## src/rtl/uart_pkg.sv

```systemverilog
// Shared definitions for the FIFO-fed UART transmitter: state encoding,
// frame geometry and the parity helper.
package uart_pkg;

  localparam int DATA_BITS       = 8;
  localparam int BASE_FRAME_BITS = 10;

  typedef enum logic [2:0] {
    ST_IDLE   = 3'd0,
    ST_FETCH  = 3'd1,
    ST_WAIT   = 3'd2,
    ST_START  = 3'd3,
    ST_DATA   = 3'd4,
    ST_PARITY = 3'd5,
    ST_STOP   = 3'd6
  } state_e;

  // Serial bits per frame: start + data + stop, plus the optional parity bit.
  function automatic int frame_bits(input int parity_en);
    return BASE_FRAME_BITS + parity_en;
  endfunction

  // Even parity: the bit that makes the total count of ones even.
  function automatic logic even_parity(input logic [DATA_BITS-1:0] data);
    return ^data;
  endfunction

endpackage

```

## src/rtl/fifo_uart_tx_baud_tick.sv

```systemverilog
// Bit-period counter: counts 0..CLKS_PER_BIT-1 while not cleared and flags
// the last clock of each bit (tick) and the clock before it (pre_tick).
module baud_tick #(
  parameter int CLKS_PER_BIT = 16
) (
  input  logic clk,
  input  logic rst,
  input  logic clr,
  output logic tick,
  output logic pre_tick
);

  localparam int CNT_W = (CLKS_PER_BIT > 1) ? $clog2(CLKS_PER_BIT) : 1;
  localparam logic [CNT_W-1:0] LAST_CNT = CNT_W'(CLKS_PER_BIT - 1);
  localparam logic [CNT_W-1:0] PRE_LAST_CNT = CNT_W'(CLKS_PER_BIT - 2);

  logic [CNT_W-1:0] cnt_r;

  // Bit-period counter, wrapping on every bit boundary.
  always_ff @(posedge clk) begin
    if (!rst) begin
      cnt_r <= '0;
    end else if (clr) begin
      cnt_r <= '0;
    end else if (cnt_r == LAST_CNT) begin
      cnt_r <= '0;
    end else begin
      cnt_r <= cnt_r + CNT_W'(1);
    end
  end

  assign tick     = !clr && (cnt_r == LAST_CNT);
  assign pre_tick = !clr && (cnt_r == PRE_LAST_CNT);

endmodule

```

## src/rtl/fifo_uart_tx.sv

```systemverilog
// UART transmitter fed from the TX FIFO read port: pops one byte per frame
// and shifts out start, 8 data bits LSB first, optional even parity, stop.
module fifo_uart_tx
  import uart_pkg::*;
#(
  parameter int CLKS_PER_BIT = 16,
  parameter int PARITY_EN    = 0
) (
  input  logic                 clk,
  input  logic                 rst,
  input  logic                 en,
  input  logic                 fifo_empty,
  input  logic [DATA_BITS-1:0] fifo_data,
  output logic                 fifo_rd,
  output logic                 tx,
  output logic                 busy,
  output logic                 tx_done
);

  localparam logic [2:0] LAST_BIT = 3'(DATA_BITS - 1);

  state_e               state_r, state_s;
  logic [DATA_BITS-1:0] shreg_r, shreg_s;
  logic [2:0]           bit_idx_r, bit_idx_s;
  logic                 parity_r, parity_s;
  logic                 tx_r, fifo_rd_r, busy_r, tx_done_r;
  logic                 tx_s;
  logic                 tick_s, pre_tick_s, baud_clr_s;

  // The bit timer only runs while a frame is on the line, so it is at 0 on entry to START.
  assign baud_clr_s = (state_r == ST_IDLE) || (state_r == ST_FETCH) || (state_r == ST_WAIT);

  baud_tick #(
    .CLKS_PER_BIT(CLKS_PER_BIT)
  ) u_baud_tick (
    .clk     (clk),
    .rst     (rst),
    .clr     (baud_clr_s),
    .tick    (tick_s),
    .pre_tick(pre_tick_s)
  );

  // Next-state, shift register and parity capture.
  always_comb begin
    state_s   = state_r;
    shreg_s   = shreg_r;
    bit_idx_s = bit_idx_r;
    parity_s  = parity_r;
    case (state_r)
      ST_IDLE: begin
        if (en && !fifo_empty) state_s = ST_FETCH;
        else                   state_s = ST_IDLE;
      end
      ST_FETCH: state_s = ST_WAIT;
      ST_WAIT: begin
        // FIFO data_out is valid one clock after the pop request.
        state_s   = ST_START;
        shreg_s   = fifo_data;
        parity_s  = even_parity(fifo_data);
        bit_idx_s = 3'd0;
      end
      ST_START: begin
        if (tick_s) state_s = ST_DATA;
        else        state_s = ST_START;
      end
      ST_DATA: begin
        if (tick_s) begin
          shreg_s   = {1'b0, shreg_r[DATA_BITS-1:1]};
          bit_idx_s = bit_idx_r + 3'd1;
          if (bit_idx_r == LAST_BIT) state_s = (PARITY_EN != 0) ? ST_PARITY : ST_STOP;
          else                       state_s = ST_DATA;
        end else begin
          state_s = ST_DATA;
        end
      end
      ST_PARITY: begin
        if (tick_s) state_s = ST_STOP;
        else        state_s = ST_PARITY;
      end
      ST_STOP: begin
        if (tick_s) state_s = ST_IDLE;
        else        state_s = ST_STOP;
      end
      default: state_s = ST_IDLE;
    endcase
  end

  // Line level for the cycle about to start, decoded from the next state.
  always_comb begin
    tx_s = 1'b1;
    case (state_s)
      ST_START:  tx_s = 1'b0;
      ST_DATA:   tx_s = shreg_s[0];
      ST_PARITY: tx_s = parity_s;
      default:   tx_s = 1'b1;
    endcase
  end

  // State, datapath and registered outputs.
  always_ff @(posedge clk) begin
    if (!rst) begin
      state_r   <= ST_IDLE;
      shreg_r   <= '0;
      bit_idx_r <= 3'd0;
      parity_r  <= 1'b0;
      tx_r      <= 1'b1;
      fifo_rd_r <= 1'b0;
      busy_r    <= 1'b0;
      tx_done_r <= 1'b0;
    end else begin
      state_r   <= state_s;
      shreg_r   <= shreg_s;
      bit_idx_r <= bit_idx_s;
      parity_r  <= parity_s;
      tx_r      <= tx_s;
      fifo_rd_r <= (state_s == ST_FETCH);
      busy_r    <= (state_s != ST_IDLE);
      // Set one clock early so the pulse lands on the last stop-bit clock.
      tx_done_r <= (state_r == ST_STOP) && pre_tick_s;
    end
  end

  assign tx      = tx_r;
  assign fifo_rd = fifo_rd_r;
  assign busy    = busy_r;
  assign tx_done = tx_done_r;

endmodule
```

## config.mk

```make
export PLATFORM = sky130hd
export DESIGN_NAME = fifo_uart_tx
export DESIGN_NICKNAME = d
export VERILOG_FILES = /design/src/rtl/uart_pkg.sv /design/src/rtl/fifo_uart_tx_baud_tick.sv /design/src/rtl/fifo_uart_tx.sv
export SDC_FILE = /design/constraint.sdc
export NUM_CORES = 1
export LEC_CHECK = 0
export CAP_MARGIN = 20
export CORE_MARGIN = 3
export CORE_UTILIZATION = 45
export DETAILED_ROUTE_END_ITERATION = 10
export GPL_ROUTABILITY_DRIVEN = 0
export PLACE_DENSITY = 0.7
export SYNTH_ARGS = -nofsm -noshare
export SYNTH_HDL_FRONTEND = slang
export SYNTH_HIERARCHICAL = 1
export SYNTH_SLANG_ARGS = --single-unit
```

## constraint.sdc

```tcl
create_clock -name clk -period 1.9 [get_ports clk]
set_input_delay 0.285 -clock clk [delete_from_list [all_inputs] [get_ports clk]]
set_output_delay 0.285 -clock clk [all_outputs]
set_load 0.01 [all_outputs]
```

==> flow_results.xml <==
<?xml version="1.0" encoding="UTF-8"?>
<metrics>
  <group name="status">
    <metric name="outcome" unit="">finished, final reports clean</metric>
  </group>
  <group name="setup_path">
    <metric name="worstPathRequired" unit="ps">2110</metric>
    <metric name="setup.worst_path.start_class" unit="">flop</metric>
    <metric name="path_cells" unit="">ha_1 -&gt; nor3b_2 -&gt; buf_4 -&gt; buf_4 -&gt; nor2b_1 -&gt; and3b_1 -&gt; a21oi_1 -&gt; nand3_1</metric>
    <metric name="crit_path_frequent_cell" unit="">sky130_fd_sc_hd__buf_4</metric>
    <metric name="crit_path_top_delay_cell" unit="">sky130_fd_sc_hd__dfxtp_1</metric>
    <metric name="worst_r2r_endpoint" unit="">tx</metric>
    <metric name="timing.reg2reg.setup_slack" unit="ps">180</metric>
    <metric name="r2r.worst_path.cells" unit="">8</metric>
    <metric name="worst_ep_arrival_time" unit="ps">1930</metric>
    <metric name="cp_slowest_stage_delay" unit="ps">400</metric>
    <metric name="timing_worst_setup_path_type" unit="">reg2reg</metric>
    <metric name="crit_end_category" unit="">flop</metric>
    <metric name="crit-reg2reg-launch" unit="">u_baud_tick/cnt_r[0]</metric>
    <metric name="worstSetupStartpoint" unit="">u_baud_tick/cnt_r[0]</metric>
    <metric name="endpoint" unit="">tx</metric>
    <metric name="cp_max_fo" unit="">8</metric>
  </group>
  <group name="logic_synthesis">
    <metric name="netlist.area_leader.share" unit="%">37.5</metric>
    <metric name="ys.flop_type" unit="">sky130_fd_sc_hd__dfxtp_1</metric>
    <metric name="postSynth.asyncResetShare" unit="%">0</metric>
    <metric name="synth_area_per_inst" unit="µm²">8.71</metric>
    <metric name="syn_area" unit="mm²">0.00123</metric>
    <metric name="synth_sequential_area_ratio" unit="%">37.5</metric>
    <metric name="yosysTopAreaCell" unit="">sky130_fd_sc_hd__dfxtp_1</metric>
    <metric name="synth_seq_cells" unit="">23</metric>
    <metric name="synth.distinct_cells" unit="">35</metric>
    <metric name="synth.top_cells.by_count" unit="">sky130_fd_sc_hd__dfxtp_1, sky130_fd_sc_hd__a21oi_1, sky130_fd_sc_hd__nand2_1</metric>
    <metric name="yosys_warnings" unit="">6</metric>
    <metric name="syn-num-nets" unit="">157</metric>
    <metric name="synthTopCellsByArea" unit="">sky130_fd_sc_hd__dfxtp_1, sky130_fd_sc_hd__a21oi_1, sky130_fd_sc_hd__xnor2_1</metric>
    <metric name="synth-edff-count" unit="">0</metric>
    <metric name="syn_inst" unit="">141</metric>
    <metric name="synth_most_common_cell" unit="">sky130_fd_sc_hd__dfxtp_1</metric>
  </group>
  <group name="place">
    <metric name="placement.cell_area" unit="mm²">0.00142</metric>
    <metric name="post-place-cells" unit="">184</metric>
    <metric name="detailedPlace.worstSlack" unit="ps">178</metric>
    <metric name="detailedPlacementHpwl" unit="µm">1810</metric>
    <metric name="numPortBuffers" unit="">15</metric>
  </group>
  <group name="sta">
    <metric name="rsz_0062_raised_after_global_routing" unit="">no</metric>
    <metric name="worst_pin_slew" unit="ps">489</metric>
    <metric name="hold-worst-slack" unit="ps">466</metric>
    <metric name="hold_violations" unit="">0</metric>
    <metric name="final.period_utilization" unit="%">90.5</metric>
    <metric name="timing.fmax" unit="MHz">582</metric>
    <metric name="maxSlewViolCount" unit="">0</metric>
    <metric name="final_critical_path_setup_slack" unit="ps">180</metric>
    <metric name="final-setup-viol-count" unit="">0</metric>
    <metric name="worst_clock_skew" unit="ps">1.10</metric>
    <metric name="post-route-min-period" unit="ps">1720</metric>
    <metric name="setup_total_negative_slack" unit="ps">0</metric>
    <metric name="worst_slew_margin_rel" unit="%">67.4</metric>
  </group>
  <group name="global_routing">
    <metric name="vias_in_the_first_global_route" unit="">1003</metric>
    <metric name="number_of_antenna_violations_at_the_first_check_in_global_routing" unit="">0</metric>
    <metric name="grt_pass1_wl" unit="µm">4240</metric>
    <metric name="track_usage" unit="%">15.8</metric>
    <metric name="pin_count_of_the_biggest_net_entering_global_routing" unit="">21</metric>
    <metric name="grt_remaining_overflow" unit="">0</metric>
  </group>
  <group name="clock_network">
    <metric name="clock_sink_count" unit="">23</metric>
    <metric name="worst_setup_hold_path_clk_slew" unit="ps">120</metric>
    <metric name="htreeDepth" unit="">1</metric>
    <metric name="clk_path_buf_depth" unit="">2</metric>
    <metric name="tritoncts" unit="">yes</metric>
    <metric name="cts_made_buffers" unit="">3</metric>
    <metric name="clock_latency" unit="ps">310</metric>
    <metric name="ctsRootBufferMaster" unit="">sky130_fd_sc_hd__clkbuf_4</metric>
  </group>
  <group name="routing">
    <metric name="post-route-drc-count" unit="">0</metric>
    <metric name="post_drt_wl_per_cell" unit="µm">13.3</metric>
    <metric name="routed-via-count" unit="">1085</metric>
    <metric name="ant_nets" unit="">0</metric>
    <metric name="drt_iter0_markers" unit="">40</metric>
    <metric name="vias_per_cell" unit="">5.68</metric>
    <metric name="finalWirelength" unit="µm">2540</metric>
    <metric name="drt-pass1-iter-count" unit="">4</metric>
  </group>
  <group name="power_and_ir_drop">
    <metric name="total_leakage_power" unit="nW">0.594</metric>
    <metric name="cellPowerDensity" unit="mW/mm²">625</metric>
    <metric name="power.total" unit="mW">0.918</metric>
    <metric name="irDropWorstVdd" unit="mV">0.487</metric>
  </group>
  <group name="floorplanning">
    <metric name="chipWidth" unit="µm">58.2</metric>
    <metric name="die_area" unit="mm²">0.00339</metric>
    <metric name="standard_cell_row_count" unit="">18</metric>
    <metric name="core_footprint" unit="mm²">0.00254</metric>
    <metric name="design.portCount" unit="">16</metric>
    <metric name="initial_core_util" unit="%">48.2</metric>
    <metric name="die_height" unit="µm">58.2</metric>
  </group>
  <group name="cells_and_area">
    <metric name="final_area" unit="mm²">0.00147</metric>
    <metric name="final_layout_size_suffix_gt1_share" unit="%">11.8</metric>
    <metric name="syn_to_final_growth" unit="%">19.8</metric>
    <metric name="antennaDiodeCount" unit="">0</metric>
    <metric name="nFillCells" unit="">239</metric>
    <metric name="instances_no_fill" unit="">191</metric>
    <metric name="fin_nets" unit="">178</metric>
    <metric name="finish.utilization" unit="%">57.8</metric>
  </group>
  <group name="run">
    <metric name="max_cap_viol_count" unit="">0</metric>
  </group>
  <group name="hold_path">
    <metric name="hold_class" unit="">reg2reg</metric>
  </group>
</metrics>
==> state kept, by name, indices dropped and copies added, names as in the netlist <==
register           count
shreg_r                8
u_baud_tick/cnt_r      4
bit_idx_r              3
state_r                3
busy                   1
fifo_rd                1
parity_r               1
tx                     1
tx_done                1
==> metal layers <==
layer	vias to the layer above	GRT usage (%)	wire length [µm]
li1	544	-	-
met5	-	0	0
met4	0	1.99	10
met1	514	18.9	1170
met3	2	4.45	102
met2	25	28.7	1260
==> worst min path at each step <==
stage	startpoint	to	slack [ps]	cells past startpoint
detailed placement	bit_idx_r[1]	bit_idx_r[1]	450	2
global placement	bit_idx_r[1]	bit_idx_r[1]	440	2
CTS	bit_idx_r[1]	bit_idx_r[1]	470	2
global route	shreg_r[3]	shreg_r[2]	510	2
floorplan	rst	state_r[0]	400	1
finish	bit_idx_r[1]	bit_idx_r[1]	470	2
==> cell type report <==
class                      instances  area [µm²]  area share, %
timing repair buffer              24         218           14.8
clock buffer                       4        26.3           1.79
multi-input combinational        107         717           48.8
inverter                           3        11.3          0.766
tap                               30        37.5           2.55
sequential                        23         460           31.3
==> logic make-up (layout without fill, tap and decap cells) <==
| group | Yosys count | in the layout | share of synthesized area [%] |
|---|---|---|---|
| DFF | 23 | 23 | 37.5 |
| and+or+nand+nor | 53 | 53 | 25.6 |
| adders and majority gates | 4 | 4 | 4.08 |
| xor gates and xnor gates | 9 | 9 | 6.42 |
| muxes | 1 | 1 | 0.816 |
| buffers and inverters | 11 | 31 | 4.48 |
| AOI/OAI and AO/OA | 40 | 40 | 21.1 |
==> placed cells by master (no fill, tap or decap), drive strengths merged <==
cell type,Yosys,layout
nor3,3,3
o221ai,6,6
buf,7,9
a21oi,16,16
xnor2,8,8
nor2,10,10
ha,4,4
nor2b,1,1
and4b,1,1
clkbuf,1,4
o21a,2,2
a2bb2oi,1,1
a32o,1,1
mux2i,1,1
a22oi,1,1
clkdlybuf4s50,0,15
inv,3,3
nand2b,4,4
and3b,1,1
dfxtp,23,23
o21ai,4,4
a21o,7,7
nand4,1,1
a31oi,2,2
nor4bb,1,1
nand2,15,15
nand3b,4,4
nand3,8,8
nor3b,4,4
xor2,1,1
==> critical path, delay by kind of cell, from the launching register on <==
family          cells  cell delay [ps]
buf+inv             2              320
compound gates      1              160
flops               1              400
simple gates        4              500
fa+ha+maj           1              230
==> where the power goes <==
group          leakage [nW]  internal, mW  switching [mW]
clock                0.0150        0.0820           0.144
combinational         0.392        0.0927          0.0821
sequential            0.187         0.504          0.0133
total                 0.594         0.679           0.239
==> repair_timing <==
item | 4_1_cts | 5_1_grt
resized for setup | 0 | 1
hold endpoints to repair | 0 | 0
endpoints found under the setup margin | 0 | 7
buffers inserted | 0 | 3
hold buffers | 0 | 0
No activity file was read; power rests on OpenSTA's default activity.
